$ cat config.mk
export PLATFORM = sky130hd
export DESIGN_NAME = stream_demux_flat
export DESIGN_NICKNAME = d
export VERILOG_FILES = /design/src/rtl/stream_demux_if.sv /design/src/rtl/stream_demux.sv /design/src/flat_wrapper.sv
export SDC_FILE = /design/constraint.sdc
export NUM_CORES = 1
export LEC_CHECK = 0
export ABC_AREA = 1
export BUFFER_PORTS_ARGS = -buffer_cell sky130_fd_sc_hd__buf_4
export CELL_PAD_IN_SITES_DETAIL_PLACEMENT = 0
export CELL_PAD_IN_SITES_GLOBAL_PLACEMENT = 2
export CORE_ASPECT_RATIO = 1.25
export CORE_MARGIN = 2
export CORE_UTILIZATION = 31
export CTS_BUF_LIST = sky130_fd_sc_hd__clkbuf_8
export DETAILED_ROUTE_END_ITERATION = 8
export PLACE_DENSITY_LB_ADDON = 0.1
export SYNTH_ARGS = -nofsm -noshare
export SYNTH_HDL_FRONTEND = slang
export SYNTH_SLANG_ARGS = --single-unit
export TNS_END_PERCENT = 100
$ cat constraint.sdc
create_clock -name clk -period 4.7 [get_ports clk]
set_input_delay 0.47 -clock clk [delete_from_list [all_inputs] [get_ports clk]]
set_output_delay 0.47 -clock clk [all_outputs]
set_load 0.1 [all_outputs]
$ cat src/rtl/stream_demux_if.sv
// rtl/stream_demux_if.sv - handshake bundle between stream_demux and its environment
// Purpose: groups the single input stream, the N per-channel output streams and the
//   drop counter so stream_demux can take them as one interface port.
// Signals:
//   in_valid/in_data/in_sel/in_ready  - input beat, payload, destination channel, accept
//   out_valid[N]/out_data[N*W]        - per-channel held beat; channel k on [k*W +: W]
//   out_ready[N]                      - per-channel downstream accept
//   drop_cnt[16]                      - saturating count of beats sent to a missing channel
//   in_bcast                          - only with STREAM_DEMUX_BROADCAST_EN: load all channels
// Modports: master = environment (source and sinks), slave = the demux.
`timescale 1ns/1ps
interface stream_demux_if #(
  parameter int N = 16,
  parameter int W = 8
);
  localparam int SEL_W = $clog2(N);

  logic             in_valid;
  logic [W-1:0]     in_data;
  logic [SEL_W-1:0] in_sel;
  logic             in_ready;
  logic [N-1:0]     out_valid;
  logic [N*W-1:0]   out_data;
  logic [N-1:0]     out_ready;
  logic [15:0]      drop_cnt;

`ifdef STREAM_DEMUX_BROADCAST_EN
  logic             in_bcast;

  modport master (
    output in_valid, in_data, in_sel, in_bcast, out_ready,
    input  in_ready, out_valid, out_data, drop_cnt
  );
  modport slave (
    input  in_valid, in_data, in_sel, in_bcast, out_ready,
    output in_ready, out_valid, out_data, drop_cnt
  );
`else
  modport master (
    output in_valid, in_data, in_sel, out_ready,
    input  in_ready, out_valid, out_data, drop_cnt
  );
  modport slave (
    input  in_valid, in_data, in_sel, out_ready,
    output in_ready, out_valid, out_data, drop_cnt
  );
`endif
endinterface

$ cat src/rtl/stream_demux.sv
// rtl/stream_demux.sv - one-input, N-output stream demultiplexer with one-entry channel registers
// Purpose: routes each accepted input beat to channel in_sel, where it is held in a
//   one-entry register until that channel's consumer takes it. Beats addressed to a
//   channel index >= N are accepted and discarded, counted in a saturating drop_cnt.
// Ports:
//   clk  - rising-edge clock
//   rst  - asynchronous active-high reset; empties every channel, clears data and drop_cnt
//   bus  - stream_demux_if.slave (in_*, out_*, drop_cnt, and in_bcast when enabled)
// Parameters: N output channels (2..64), W data bits (1..64).
// Optional feature: define STREAM_DEMUX_BROADCAST_EN to add in_bcast, which loads the
//   beat into every channel once all of them can take it.
`timescale 1ns/1ps
module stream_demux #(
  parameter int N = 16,
  parameter int W = 8
) (
  input  logic          clk,
  input  logic          rst,
  stream_demux_if.slave bus
);
  localparam int SEL_W = $clog2(N);
  // N always fits in SEL_W+1 bits, so the range check needs no 32-bit compare.
  localparam logic [SEL_W:0] N_EXT = (SEL_W + 1)'(N);

  logic [N-1:0]   valid_q;
  logic [N*W-1:0] data_q;
  logic [15:0]    drop_q;

  logic [N-1:0]   slot_free;
  logic [N-1:0]   hit;
  logic [N-1:0]   load;
  logic           in_range;
  logic           sel_ready;
  logic           ready_int;
  logic           xfer;
  logic           drop;

  always_comb begin
    // A slot can take a new beat if it is empty or is being drained this cycle.
    slot_free = ~valid_q | bus.out_ready;
    in_range  = {1'b0, bus.in_sel} < N_EXT;
    hit       = '0;
    sel_ready = 1'b1;
    // Decode in_sel one-hot rather than indexing, so an out-of-range select
    // never reads past the channel vector and simply leaves sel_ready high.
    for (int k = 0; k < N; k++) begin
      if (in_range && (bus.in_sel == SEL_W'(k))) begin
        hit[k]    = 1'b1;
        sel_ready = slot_free[k];
      end
    end

`ifdef STREAM_DEMUX_BROADCAST_EN
    ready_int = bus.in_bcast ? (&slot_free) : sel_ready;
    xfer      = bus.in_valid && ready_int;
    load      = xfer ? (bus.in_bcast ? {N{1'b1}} : hit) : '0;
    drop      = xfer && !bus.in_bcast && !in_range;
`else
    ready_int = sel_ready;
    xfer      = bus.in_valid && ready_int;
    load      = xfer ? hit : '0;
    drop      = xfer && !in_range;
`endif
  end

  always_ff @(posedge clk or posedge rst) begin
    if (rst) begin
      valid_q <= '0;
      data_q  <= '0;
      drop_q  <= '0;
    end else begin
      for (int k = 0; k < N; k++) begin
        // A reload wins over a drain so a back-to-back stream has no bubble.
        if (load[k]) begin
          valid_q[k]          <= 1'b1;
          data_q[k*W +: W]    <= bus.in_data;
        end else if (bus.out_ready[k]) begin
          valid_q[k]          <= 1'b0;
        end
      end
      if (drop && (drop_q != 16'hFFFF)) begin
        drop_q <= drop_q + 16'd1;
      end
    end
  end

  assign bus.in_ready  = ready_int;
  assign bus.out_valid = valid_q;
  assign bus.out_data  = data_q;
  assign bus.drop_cnt  = drop_q;

endmodule

$ cat src/flat_wrapper.sv
// flat-port wrapper written by rule: the top's interface ports become plain ports
module stream_demux_flat 
#(
  parameter int N = 16,
  parameter int W = 8
)
  (clk, rst, bus_in_valid, bus_in_data, bus_in_sel, bus_out_ready, bus_in_ready, bus_out_valid, bus_out_data, bus_drop_cnt);
  stream_demux_if #(.N(N), .W(W)) bus_i ();
  input  logic clk;
  input  logic rst;
  input wire logic [$bits(bus_i.in_valid)-1:0] bus_in_valid;
  input wire logic [$bits(bus_i.in_data)-1:0] bus_in_data;
  input wire logic [$bits(bus_i.in_sel)-1:0] bus_in_sel;
  input wire logic [$bits(bus_i.out_ready)-1:0] bus_out_ready;
  output wire logic [$bits(bus_i.in_ready)-1:0] bus_in_ready;
  output wire logic [$bits(bus_i.out_valid)-1:0] bus_out_valid;
  output wire logic [$bits(bus_i.out_data)-1:0] bus_out_data;
  output wire logic [$bits(bus_i.drop_cnt)-1:0] bus_drop_cnt;
  assign bus_i.in_valid = bus_in_valid;
  assign bus_i.in_data = bus_in_data;
  assign bus_i.in_sel = bus_in_sel;
  assign bus_i.out_ready = bus_out_ready;
  assign bus_in_ready = bus_i.in_ready;
  assign bus_out_valid = bus_i.out_valid;
  assign bus_out_data = bus_i.out_data;
  assign bus_drop_cnt = bus_i.drop_cnt;
  stream_demux #(.N(N), .W(W)) u_core (.clk(clk), .rst(rst), .bus(bus_i));
endmodule
**Word-level counts from Yosys, hierarchy flattened**

Index checks and enable logic that the tools add are counted.

- Register bits: 144
- Input port bits: 31
- Output and inout port bits: 161
- Word-level logic and storage cells: 132

- Equality and inequality tests: 15
- Multiplexer cells: 65
- Bitwise gates (word level): 2
- Reductions and logical operators: 18

Operators with widths:

| kind | number |
|---|---|
| two-way mux 1 bit | 64 |
| == test 4 bit (second input constant) | 8 |
| nonzero test 2 bit | 16 |
| == test 4 x 3 -> 1 bit (second input constant) | 4 |
| two-way mux 16 bit | 1 |
| inverter 16 bit | 1 |
| OR 16 bit | 1 |
| == test 4 x 2 -> 1 bit (second input constant) | 2 |
| == test 4 x 1 -> 1 bit (second input constant) | 1 |
| zero test 4 bit | 1 |
| logical AND 1 bit | 1 |

**Logic depth before layout (Yosys ltp)**

- Depth in word-level cells: 21
- Mapped depth: 18
- Mapped depth without buffers: 17

**Worst setup path after synthesis**

OpenSTA, ideal clock, no wires.

- Kind: flip-flop to output port
- Start: register u_core.valid_q[1], in the netlist u_core.bus.out_valid[1]
- End: output port bus_in_ready
- Data arrival time: 2.197 ns
- Data required time: 4.230 ns
- Setup slack: 2.033 ns
- Stages on the path, launching flop included: 15
- Path buffers: 1
- Cell sequence: dfrtp_1 inv_1 nor2_1 nand3_1 nand2_1 nor2_1 nand3_1 nand2_1 nand3_1 nand2_1 nand4_1 nor2_1 nand3_2 nand2_4 buf_2

- Word-level cells in the longest chain between the ends: 17

Ends and longest elaborated chain:

| what | RTL line | source |
|---|---|---|
| start, declared | stream_demux.sv:25 | `logic [N-1:0] valid_q;` |
| start signal, assigned | stream_demux.sv:68 | `valid_q <= '0;` |
| start signal, assigned by index | stream_demux.sv:75 | `valid_q[k] <= 1'b1;` |
| start signal, assigned by index | stream_demux.sv:78 | `valid_q[k] <= 1'b0;` |
| inverter 16 bit | stream_demux.sv:40 | `slot_free = ~valid_q \| bus.out_ready;` |
| OR 16 bit | stream_demux.sv:40 |  |
| two-way mux 1 bit (15 in a row) | stream_demux.sv:47 | `if (in_range && (bus.in_sel == SEL_W'(k))) begin` |
| end, declared | flat_wrapper.sv:15 | `output wire logic [$bits(bus_i.in_ready)-1:0] bus_in_ready;` |

No other way between the ends.

**Final worst setup path**

- Start: input port bus_in_sel[2]
- End: output port bus_in_ready

- Word-level cells in the longest chain between the ends: 17
- Elaborated cells on any way between the ends: 32
- Classes of those cells: eq/ne: 15; mux: 16; reduce/logical: 1

Ends and longest elaborated chain:

| what | RTL line | source |
|---|---|---|
| start, declared | flat_wrapper.sv:13 | `input wire logic [$bits(bus_i.in_sel)-1:0] bus_in_sel;` |
| zero test 4 bit | stream_demux.sv:47 |  |
| two-way mux 1 bit (15 in a row) | stream_demux.sv:47 |  |
| two-way mux 1 bit * | stream_demux.sv:47 |  |

Every way passes the cells marked *; elsewhere a longest branch is shown, timed or not.

==> run metrics <==
Clock Path Buffers 2; most used cell, CP nand2_1; clk sinks around 140; area growth from synthesis to layout 28.8%; Tcrit/Tclk final between 60 and 70%; HPWL Detailed ~14 mm; PortBufs around 180; synthesis-stage register bit count about 140; gr usage total 19.0%; fin util 40.5%; Post-CTS Repair Setup Buffers 0; global route total overflow 0; Critical-path top delay cell nor2_2; Cells after Synth ~700; Clock Latency Late Sink around 0.44 ns; Post-synth EDFFs 0; DR iter-0 viols 357; Primary FF master, synth dfrtp_1; root buf cell clkbuf_8; Die Width about 130 µm; row cnt between 50 and 60; total placed instance area about 7700 µm²; Netlist Area Pre-Place ~6300 µm²; Max stage delay on crit path approximately 0.37 ns; number of remaining DRC errors 0; Die ar. around 22,000 µm²; Min-Delay Path Class input pin to flop; wire length of the first global-routing pass roughly 32 mm; PwrDens approximately 700 nW/µm²; Worst Tran Pin Value 0.991 ns; unrepaired setup endpoints after global routing false; Final Max Tran Viols 0; post-route ant nets 0; CTS tree built; Initial Utilization a little under a third; min cycle time layout 3.05 ns; CTS buffer count 17; 1st-pass router iterations 5; total power around 5700 µW; initial antenna violation count 0; status complete, no violations; ant diodes 0; WL final 20.7 mm; WP data arrival 2.58 ns; # H-tree levels 4; Yosys top cell by area dfrtp_1; Setup crit start kind input pin; I/O pin cnt 192; PostCTS Resize Cnt 0; number of setup violations in the final report 0; Fmax achieved about 330 MHz; cts-stage hold buffer count 0; top cells by area, synth dfrtp_1 (57%), nand2_1 (15%), nand4_1 (12%), nand3_2 (2.5%), buf_4 (2.4%); Max Cap Violations 0; Req. time, crit path between 4 and 5 ns; Filler Cell Count 2,060; Worst-path clk slew approximately 0.080 ns; CP cell instances buf_4 -> nor2_1 -> inv_2 -> nor2_2 -> nand2_1 -> nand3_1 -> nand2_1 -> nand3_1 -> nand2_1 -> nand4_1 -> nor2_1 -> nand3_2 -> nand2_4 -> buf_4; register area share after synthesis ~57%; clk_skew between 0.009 and 0.01 ns; DR WL/cell 18.2 µm; most frequent cells in the layout nand2_1 (260), buf_4 (179), dfrtp_1 (144); routed vias/inst 4.85; Vert. Die Dim 164 µm; Synth top area share approximately 57%; core area around 20,000 µm²; P_leak approximately 0.0043 µW; setup TNS 0 ns; vias in the first global route between 5k and 6k; fraction of layout cells with a size suffix above 1 28.4%; Final Instance Area 8150 µm²; crit-path max FO 31; largest net degree at the start of global routing ~110; number of library cell types mapped by synthesis 25; ys async rst share 100%; Yosys Warn Count 0; final hold vios 0; Avg Cell Area, Syn between 9 and 10 µm²; Vias around 5.5k; relative slew slack about a third; commonest non-fill, non-tap cell in the layout nand2_1; Placer Congestion between 0.7 and 0.8; Nets between 800 and 900; Setup crit end kind primary output; Worst VDD drop about 0.00036 V; Crit Path Class input pin to primary output
[final timing paths]
| path | from | end | slack [ns] | depth (start not counted) |
|---|---|---|---|---|
| worst max-delay path | bus_in_sel[2] | bus_in_ready | 1.65 | 14 |
| worst min-delay path | bus_out_ready[14] | u_core.bus.out_valid[14] | 0.21 | 2 |
| worst max register to register | u_core.bus.out_valid[1] | u_core.bus.out_data[52] | 1.99 | 17 |
| worst min register to register | u_core.bus.out_data[115] | u_core.bus.out_data[115] | 0.48 | 2 |
| max in group asynchronous | rst | u_core.bus.out_data[0] | 3.30 | 3 |
| min in group asynchronous | rst | u_core.bus.out_data[115] | 0.26 | 2 |
[final cells by class]
| class | instances | area (µm²) | share of cell area (%) |
|---|---|---|---|
| clock buffers | 17 | 234 | 2.87 |
| repair buffers | 180 | 1360 | 16.7 |
| well taps | 270 | 338 | 4.15 |
| multi-input cells | 481 | 2330 | 28.6 |
| clock inverters | 15 | 171 | 2.10 |
| inverters | 26 | 103 | 1.26 |
| flip-flops and latches | 144 | 3600 | 44.2 |
[worst max-delay path, delay by kind of cell]
kind          cells  cell delay [ns]
buf+inv           3             0.54
simple gates     11             1.55
[synth_stat cells, types with 6 or more instances]
cell and number:
buf_1 11, buf_2 9, buf_4 20, clkbuf_1 19
dfrtp_1 144, inv_1 23, mux2_2 8, nand2_1 260
nand3_1 6, nand3_2 16, nand4_1 121, nor2_1 24
nor2_2 8, o21ai_0 14
[report_power, final]
group          total, µW  switching [µW]  internal, µW
logic               2970            2490           483
clock network       1020             498           523
registers           1690             184          1510
[registers in the layout (all words and copies together), names as in the netlist]
register / flops
u_core.bus.out_data: 128
u_core.bus.out_valid: 16
[metal layers]
metal / wire (µm) / track usage (%)
met4: 188 / 5.29
met1: 9190 / 24.8
met3: 989 / 4.41
met2: 10300 / 31.9
met5: 0 / 0
[cells by family after synthesis]
kind of cell    count (synthesis)  synth area share, %
compound gates                 18                 1.42
mux                             8                 1.42
buf+inv                        88                 7.00
other cells                     1               0.0593
simple gates                  439                 33.1
flops                         144                 57.0
[metrics by stage]
| stage | hold slack [ns] | setup WS [ns] | cells |
|---|---|---|---|
| 2_1_floorplan | 0.566 | 0.364 | 713 |
| 5_1_grt | 0.184 | 1.43 | 1133 |
| 4_1_cts | 0.181 | 1.62 | 1133 |
| 3_3_place_gp | 0.459 | 1.56 | 1101 |
| 6_report | 0.214 | 1.65 | 1133 |
| 3_5_place_dp | 0.462 | 1.48 | 1101 |
Power figures use the tool's default switching activity.
